$ cat config.mk
export PLATFORM = sky130hd
export DESIGN_NAME = mux_channel_scanner_flat
export DESIGN_NICKNAME = d
export VERILOG_FILES = /design/src/rtl/mux_channel_scanner_if.sv /design/src/rtl/mux_channel_scanner.sv /design/src/flat_wrapper.sv
export SDC_FILE = /design/constraint.sdc
export NUM_CORES = 1
export LEC_CHECK = 0
export CAP_MARGIN = 15
export CORE_MARGIN = 2
export CORE_UTILIZATION = 57
export CTS_BUF_LIST = sky130_fd_sc_hd__clkbuf_8
export DETAILED_ROUTE_END_ITERATION = 12
export PLACE_DENSITY_LB_ADDON = 0.05
export SYNTH_ARGS = -nofsm -noshare
export SYNTH_HDL_FRONTEND = slang
export SYNTH_SLANG_ARGS = --single-unit
$ cat constraint.sdc
create_clock -name clk -period 3.4 [get_ports clk]
set_input_delay 0.34 -clock clk [delete_from_list [all_inputs] [get_ports clk]]
set_output_delay 0.34 -clock clk [all_outputs]
set_load 0.005 [all_outputs]
$ cat src/rtl/mux_channel_scanner_if.sv
// Bus bundle between the channel scanner and its user / downstream 4:1 mux.
// sample_parity exists only when SCAN_PARITY_EN is defined.
interface mux_channel_scanner_if;
    logic       start;
    logic [3:0] chan_mask;
    logic       mux_in;
    logic [1:0] select;
    logic       busy;
    logic       done;
    logic [3:0] sample_data;
    logic [3:0] sample_valid;
`ifdef SCAN_PARITY_EN
    logic       sample_parity;

    modport master (
        output start, chan_mask, mux_in,
        input  select, busy, done, sample_data, sample_valid, sample_parity
    );
    modport slave (
        input  start, chan_mask, mux_in,
        output select, busy, done, sample_data, sample_valid, sample_parity
    );
`else
    modport master (
        output start, chan_mask, mux_in,
        input  select, busy, done, sample_data, sample_valid
    );
    modport slave (
        input  start, chan_mask, mux_in,
        output select, busy, done, sample_data, sample_valid
    );
`endif
endinterface

$ cat src/rtl/mux_channel_scanner.sv
// Scans the masked channels of a downstream 4:1 mux in ascending order, settling each select
// before capturing its bit. Optional macro SCAN_PARITY_EN adds the sample_parity output.
module mux_channel_scanner #(
    parameter int SETTLE_CYCLES = 2
) (
    input  logic                  clk,
    input  logic                  rst_n,
    mux_channel_scanner_if.slave  bus
);
    typedef enum logic [1:0] {
        IDLE   = 2'd0,
        SETTLE = 2'd1,
        SAMPLE = 2'd2,
        DONE   = 2'd3
    } state_t;

    localparam logic [3:0] SETTLE_LOAD = 4'(SETTLE_CYCLES);

    state_t     state_reg, state_next;
    logic [3:0] cnt_reg, cnt_next;
    logic [3:0] mask_reg, mask_next;
    logic [1:0] select_reg, select_next;
    logic [3:0] data_reg, data_next;
    logic [3:0] valid_reg, valid_next;
    logic       busy_reg, busy_next;
    logic       done_reg, done_next;
    logic [3:0] higher_mask;
    logic       has_next;

    // Index of the lowest set bit; callers guarantee a non-zero argument.
    function automatic logic [1:0] lowest_bit(input logic [3:0] m);
        if (m[0])      return 2'd0;
        else if (m[1]) return 2'd1;
        else if (m[2]) return 2'd2;
        else           return 2'd3;
    endfunction

    // Enabled channels strictly above the one currently selected.
    for (genvar gi = 0; gi < 4; gi++) begin : g_higher
        assign higher_mask[gi] = mask_reg[gi] && (2'(gi) > select_reg);
    end
    assign has_next = |higher_mask;

    always_ff @(posedge clk or negedge rst_n) begin
        if (!rst_n) state_reg <= IDLE;
        else        state_reg <= state_next;
    end

    always_comb begin
        state_next = state_reg;
        unique case (state_reg)
            IDLE: begin
                if (bus.start) state_next = (bus.chan_mask == 4'd0) ? DONE : SETTLE;
            end
            SETTLE: begin
                if (cnt_reg <= 4'd1) state_next = SAMPLE;
            end
            SAMPLE: begin
                state_next = has_next ? SETTLE : DONE;
            end
            DONE: begin
                state_next = IDLE;
            end
            default: state_next = IDLE;
        endcase
    end

    always_comb begin
        cnt_next    = cnt_reg;
        mask_next   = mask_reg;
        select_next = select_reg;
        data_next   = data_reg;
        valid_next  = valid_reg;
        unique case (state_reg)
            IDLE: begin
                if (bus.start) begin
                    mask_next  = bus.chan_mask;
                    data_next  = 4'd0;
                    valid_next = 4'd0;
                    cnt_next   = SETTLE_LOAD;
                    // An empty mask leaves select alone so no unmasked channel is driven.
                    if (bus.chan_mask != 4'd0) select_next = lowest_bit(bus.chan_mask);
                end
            end
            SETTLE: begin
                cnt_next = cnt_reg - 4'd1;
            end
            SAMPLE: begin
                data_next[select_reg]  = bus.mux_in;
                valid_next[select_reg] = 1'b1;
                if (has_next) begin
                    select_next = lowest_bit(higher_mask);
                    cnt_next    = SETTLE_LOAD;
                end
            end
            default: ;
        endcase
        busy_next = (state_next != IDLE);
        done_next = (state_next == DONE);
    end

    always_ff @(posedge clk or negedge rst_n) begin
        if (!rst_n) begin
            cnt_reg    <= 4'd0;
            mask_reg   <= 4'd0;
            select_reg <= 2'd0;
            data_reg   <= 4'd0;
            valid_reg  <= 4'd0;
            busy_reg   <= 1'b0;
            done_reg   <= 1'b0;
        end else begin
            cnt_reg    <= cnt_next;
            mask_reg   <= mask_next;
            select_reg <= select_next;
            data_reg   <= data_next;
            valid_reg  <= valid_next;
            busy_reg   <= busy_next;
            done_reg   <= done_next;
        end
    end

`ifdef SCAN_PARITY_EN
    logic parity_reg;

    // Parity of the captured bits becomes visible together with done.
    always_ff @(posedge clk or negedge rst_n) begin
        if (!rst_n)                  parity_reg <= 1'b0;
        else if (state_next == DONE) parity_reg <= ^(data_next & valid_next);
    end
    assign bus.sample_parity = parity_reg;
`endif

    assign bus.select       = select_reg;
    assign bus.busy         = busy_reg;
    assign bus.done         = done_reg;
    assign bus.sample_data  = data_reg;
    assign bus.sample_valid = valid_reg;
endmodule

$ cat src/flat_wrapper.sv
// flat-port wrapper written by rule: the top's interface ports become plain ports
module mux_channel_scanner_flat 
#(
    parameter int SETTLE_CYCLES = 2
)
  (clk, rst_n, bus_start, bus_chan_mask, bus_mux_in, bus_select, bus_busy, bus_done, bus_sample_data, bus_sample_valid);
  mux_channel_scanner_if bus_i ();
  input  logic clk;
  input  logic rst_n;
  input wire logic [$bits(bus_i.start)-1:0] bus_start;
  input wire logic [$bits(bus_i.chan_mask)-1:0] bus_chan_mask;
  input wire logic [$bits(bus_i.mux_in)-1:0] bus_mux_in;
  output wire logic [$bits(bus_i.select)-1:0] bus_select;
  output wire logic [$bits(bus_i.busy)-1:0] bus_busy;
  output wire logic [$bits(bus_i.done)-1:0] bus_done;
  output wire logic [$bits(bus_i.sample_data)-1:0] bus_sample_data;
  output wire logic [$bits(bus_i.sample_valid)-1:0] bus_sample_valid;
  assign bus_i.start = bus_start;
  assign bus_i.chan_mask = bus_chan_mask;
  assign bus_i.mux_in = bus_mux_in;
  assign bus_select = bus_i.select;
  assign bus_busy = bus_i.busy;
  assign bus_done = bus_i.done;
  assign bus_sample_data = bus_i.sample_data;
  assign bus_sample_valid = bus_i.sample_valid;
  mux_channel_scanner #(.SETTLE_CYCLES(SETTLE_CYCLES)) u_core (.clk(clk), .rst_n(rst_n), .bus(bus_i));
endmodule
---- Yosys cells after proc, flatten, opt, wreduce, memory -nomap -nowiden ----
Index checks and enable logic that the tools add are counted.
word-level totals
  word-level logic and storage cells ...... 64
  register bits after elaboration ......... 22
  input port bits ......................... 8
  output and inout port bits .............. 12
operators by class
  equality and inequality tests ........... 7
  order comparisons ....................... 7
  bitwise logic cells ..................... 1
  add/subtract/negate cells ............... 1
  muxes and demuxes ....................... 24
  reductions and logical operators ........ 16
operator list
  kind                 number
  $mux 2               11
  $pmux 4 s2           2
  $mux 4               3
  $pmux 4 s3           1
  $pmux 2 s4           1
  $eq 2x2->1 const B   3
  $logic_and 1x1->1    5
  $bwmux 4             1
  $gt 1x2->1 const A   2
  $gt 2x2->1 const A   2
  $le 4x1->1 const B   1
  $logic_not 4->1      1
  $ne 2x1->1 const B   2
  $or 4x4->4           1
  $pmux 2 s2           1
  $reduce_and 2->1     2
  $reduce_and 4->1     1
  $reduce_bool 2->1    2
  $reduce_bool 4->1    1
  $reduce_or 4->1      1
  $sub 4x1->4 const B  1
  $lt 2x3->1 const B   1
  $mux 1               3
  $reduce_and 3->1     1
  6 further kinds      6

---- Logic depth before layout (Yosys ltp) ----
  word-level depth ........................ 7
  gate-level depth with buffers ........... 6
  gate-level depth less buffers ........... 6

---- Worst setup path after synthesis ----
Ideal clock, no wire load.
  path kind ............................... reg-to-reg
  from .................................... reg u_core.select_reg[0], in the netlist u_core.bus.select[0]
  to ...................................... reg u_core.select_reg[0], in the netlist u_core.bus.select[0]
  cell stages (with the launch flop) ...... 6
  data required time ...................... 3275 ps
  setup slack ............................. 1901 ps
  data arrival time ....................... 1374 ps
  buffers on the path ..................... 1
  library setup time ...................... 125 ps
  clock period less this slack ............ 1499 ps
  path through ............................ dfrtp_1 > buf_6 > or3b_4 > nand4_4 > nand2_2 > mux2_4
on the way
  word-level cells in the longest chain between the ends .. 7
  elaborated cells on any way between the ends .. 16
  those cells by class .................... 4 x order compare; 1 x eq/ne; 5 x mux; 6 x reduce/logical
ends and longest elaborated chain
  what                      line                        RTL
  start: declaration        mux_channel_scanner.sv:22   logic [1:0] select_reg, select_next;
  start signal: assignment  mux_channel_scanner.sv:114  select_reg <= select_next;
  $gt 2x2->1                mux_channel_scanner.sv:40   assign higher_mask[gi] = mask_reg[gi] && (2'(gi) > select_reg);
  $logic_and 1x1->1         mux_channel_scanner.sv:40
  $mux 1                    mux_channel_scanner.sv:34   else if (m[2]) return 2'd2;
  $mux 2                    mux_channel_scanner.sv:33   else if (m[1]) return 2'd1;
  $mux 2                    mux_channel_scanner.sv:32   if (m[0]) return 2'd0;
  $mux 2                    mux_channel_scanner.sv:91   if (has_next) begin
  $pmux 2 s2                mux_channel_scanner.sv:74   unique case (state_reg)
Several ways; a longest one is shown, not always the timed one. The select of a mux whose other input is x is not followed.
A chain may end at the register's enable or synchronous reset.

---- Worst setup path after layout ----
  from .................................... in bus_chan_mask[0]
  to ...................................... reg u_core.select_reg[0], in the netlist u_core.bus.select[0]
on the way
  word-level cells in the longest chain between the ends .. 4
  elaborated cells on any way between the ends .. 7
  those cells by class .................... 1 x eq/ne; 4 x mux; 2 x reduce/logical
ends and longest elaborated chain
  what                line                       RTL
  start: declaration  flat_wrapper.sv:11         input wire logic [$bits(bus_i.chan_mask)-1:0] bus_chan_mask;
  $mux 2              mux_channel_scanner.sv:32
  $mux 2              mux_channel_scanner.sv:82  if (bus.chan_mask != 4'd0) select_next = lowest_bit(bus.chan_mask);
  $mux 2              mux_channel_scanner.sv:76  if (bus.start) begin
  $pmux 2 s2          mux_channel_scanner.sv:74
Several ways; a longest one is shown, not always the timed one. The select of a mux whose other input is x is not followed.

==> out/results.txt <==
Summed over all nets, the switching power comes to 0.472 mW. The worst path uses 52.1% of the clock period. The number of nets still failing antenna checks after routing is 0, and the per-instance average area after synthesis is 9.48 um^2. In the synthesized netlist the async set-or-reset flop fraction comes to 100%. After detailed routing, the total wire length is 2190 um. The congestion estimate from routability-driven global placement came to 0.892. In this run, synthesis produced a sequential element count of 21. The internal portion of the total power is 0.733 mW. For the post-route setup TNS, the log shows 0 ns. After the last flow step, the layout net total stands at 146. The post-route netlist has 6.67% of its cells at a drive strength greater than 1. The sum of internal, switching and leakage power is 1.21 mW.

The detailed-routing iteration count for the pre-antenna-repair pass was 4; the count of mapped cells out of synthesis was 116. The logs give 2300 um^2 for the area enclosed by the die boundary and 13.2% for the part of the power in the clock network. The die is 47.9 um wide. In the global route stage, overall resource usage came out at 23.4%. The power per unit of standard cell area is 898 nW/um^2, and the worst path required time is 3.55 ns.

Highest-delay cell along the critical path: nor4_1. The number of levels the H-tree was split into is 1. The worst setup path is captured at a flip-flop. The post-CTS setup buffer count is 0, and the total count of max-transition violations in the final report is 0. Subtracting the final worst setup slack from the clock period gives 1.77 ns. Delay of the slowest cell on the worst path: 0.49 ns. The nature of the critical path startpoint was an input pin. The number of buffers on the longest clock path was 2; the proportion of total power due to net switching was 39.2%. After floorplanning, the core was divided into 15 placement rows.

The repair_antennas step left the layout with diodes totalling 0. The number of buffers inserted during clock tree synthesis was 3. Highest clock frequency the design can meet: 564 MHz.

The number of antenna violations at the first check in global routing is 0. For the count of max-cap constraint violations, the log shows 0. The slew at the pin closest to its max-slew limit came out at 0.924 ns.

The critical path is of the in2reg type. TritonCTS built the clock tree. In this run, synthesis inferred 0 flip-flops with an integrated enable. The combinational group share of total power is 45.8%, and the initial core utilization is 62.3%. For this run, the register share of the synthesized area comes to 47.8%. The number of port buffers was 19. The share of total power dissipated in sequential elements is 41.1%. Relative area change from synthesis to final layout: 22.0%.

The min-delay analysis places its worst path in the category reg2reg. The static power due to leakage came out at 0.594 nW. For the hold buffer count at cts, the log shows 0. The average routed wire per standard cell is 13.7 um.

The buffer cell driving the clock tree root was clkbuf_8. The hold violation total from the final report is 0, and the global-route wire length before repair is 3640 um. The logs give 832 for the via count of the first global-routing pass and 0 for the total overflow reported by the global router.

The count of buffering cells on the critical path with inverters included is 1, and the total number of vias is 888. The number of nets produced by synthesis came out at 126. In this run the count of I/O pins placed on the die edge is 20. In the synthesized netlist the dominant register cell turns out to be dfrtp_1. The maximum net fanout on the critical path is 3. For this run, design rule violations remaining after detail routing come to 0. The library cells used most frequently in the layout, excluding fill and tap cells, are 21 x dfrtp_1, 19 x clkdlybuf4s50_1, 16 x nand2_1.

The via count normalized by instance count was 5.55; the final worst clock skew was 0.00224 ns. At the later pin of the worst-skew pair, clock insertion delay measures 0.26 ns. The flow ran to the end, and the final reports show no timing, DRC or antenna violations. The critical path goes through clkdlybuf4s50_1 > nor4_1 > o22ai_1 > nand2_2 > mux2_4. Among cell families on the critical path, the largest total delay comes from simple AND/OR/NAND/NOR gates. Setup repair after global routing left no endpoint under its margin. Detailed placement ended at an HPWL of 1620 um. In this run, post-CTS repair resized a total of 0 instances. IR analysis of the VDD net gives a maximum drop of 0.483 mV. The worst slew slack as a fraction of its limit was 38.2%. The height of the chip works out to 47.9 um. The synthesized netlist contains 34 unique library cells. After clock tree synthesis, the clock-pin slew on the worst setup and hold paths is 0.07 ns.

The critical path data arrival time was 1.92 ns. The cell area after technology mapping was 1100 um^2. Most frequent standard cell in the layout excluding fill and tap cells: dfrtp_1. The final setup violation count is 0.

Area of the placeable core: 1760 um^2. For this design, the sink count on the clock tree is 21. Entering global routing, the biggest net connects 22 pins.

The logs give 25 for the DRC marker count from the first detailed-route iteration and 0 for the Yosys warning count.
==> power by group through the flow <==
| stage | clock network (mW) | logic (mW) | registers [mW] |
|---|---|---|---|
| after floorplan | 0 | 0.414 | 0.436 |
| after global placement | 0 | 0.526 | 0.494 |
| after detailed placement | 0 | 0.548 | 0.500 |
| after CTS | 0.160 | 0.555 | 0.495 |
| after global routing | 0.169 | 0.622 | 0.517 |
| final | 0.159 | 0.551 | 0.495 |
==> area by class of cell <==
| class | instances | area [um^2] |
|---|---|---|
| flip-flops and latches | 21 | 526 |
| multi-input cells | 83 | 519 |
| fillers | 129 | 423 |
| repair buffers | 19 | 190 |
| clock buffers | 3 | 41.3 |
| well taps | 25 | 31.3 |
| inverters | 8 | 30.0 |
| clock inverters | 1 | 3.75 |
==> stage by stage <==
| stage | instances | util [%] | hold slack [ns] | setup WS (ns) | area [um^2] |
|---|---|---|---|---|---|
| 2_1_floorplan | 116 | - | 0.0444 | 1.90 | 1100 |
| 3_3_place_gp | 156 | 73.5 | 0.470 | 1.44 | 1300 |
| 3_5_place_dp | 156 | 73.5 | 0.485 | 1.39 | 1300 |
| 4_1_cts | 160 | 76.0 | 0.503 | 1.66 | 1340 |
| 5_1_grt | 160 | 76.0 | 0.534 | 1.45 | 1340 |
| 6_report | 160 | 76.0 | 0.500 | 1.63 | 1340 |
==> worst paths after layout <==
kind / slack, ns / endpoint / depth (start not counted) / start
min in group asynchronous: 0.60 / u_core.bus.sample_valid[2]$_DFFE_PN0P_ / 1 / rst_n
max in group asynchronous: 2.24 / u_core.bus.sample_valid[1]$_DFFE_PN0P_ / 1 / rst_n
setup / recovery: 1.63 / u_core.bus.select[0]$_DFFE_PN0P_ / 5 / bus_chan_mask[0]
setup reg to reg: 1.68 / u_core.bus.select[0]$_DFFE_PN0P_ / 4 / u_core.state_reg[0]$_DFF_PN0_
hold / removal: 0.50 / u_core.bus.sample_valid[2]$_DFFE_PN0P_ / 2 / u_core.bus.sample_valid[2]$_DFFE_PN0P_
hold reg to reg: 0.50 / u_core.bus.sample_valid[2]$_DFFE_PN0P_ / 2 / u_core.bus.sample_valid[2]$_DFFE_PN0P_
==> worst min-delay path, stage by stage (launching register included) <==
cell,delay [ns]
dfrtp_1,0.36
nand2_1,0.05
nand2_1,0.05
==> cell usage after synthesis, types with 2 or more instances <==
library cell  instances  area [um^2]
a21oi_1               9         45.0
a31oi_1               2         12.5
and2_1                2         12.5
and2b_1               2         15.0
buf_2                 2         10.0
dfrtp_1              21          526
ha_1                  2         25.0
inv_1                 8         30.0
mux2_2                2         22.5
mux2i_1               5         50.1
nand2_1              16         60.1
nand2b_1              2         12.5
nor2_1                6         22.5
nor2b_1               2         12.5
nor3_1                3         15.0
o21ai_0              11         55.1
o21ai_1               2         10.0
o22ai_1               2         12.5
or3_1                 2         12.5
==> routing by layer <==
layer	global-route usage [%]	vias to the layer above	share of wire, %
met4	12.4	0	1.7
met1	27.8	407	44
li1	-	441	-
met5	0	-	0
met3	3.77	4	5.7
met2	40.0	36	48
==> logic make-up after synthesis <==
kind of cell    after synthesis  share of synthesized area (%)
fa+ha+maj                     2                           2.27
buf+inv                      12                           5.01
simple gates                 42                           20.8
mux                           8                           7.96
flops                        21                           47.8
compound gates               31                           16.2
No activity file was read; power rests on OpenSTA's default activity.
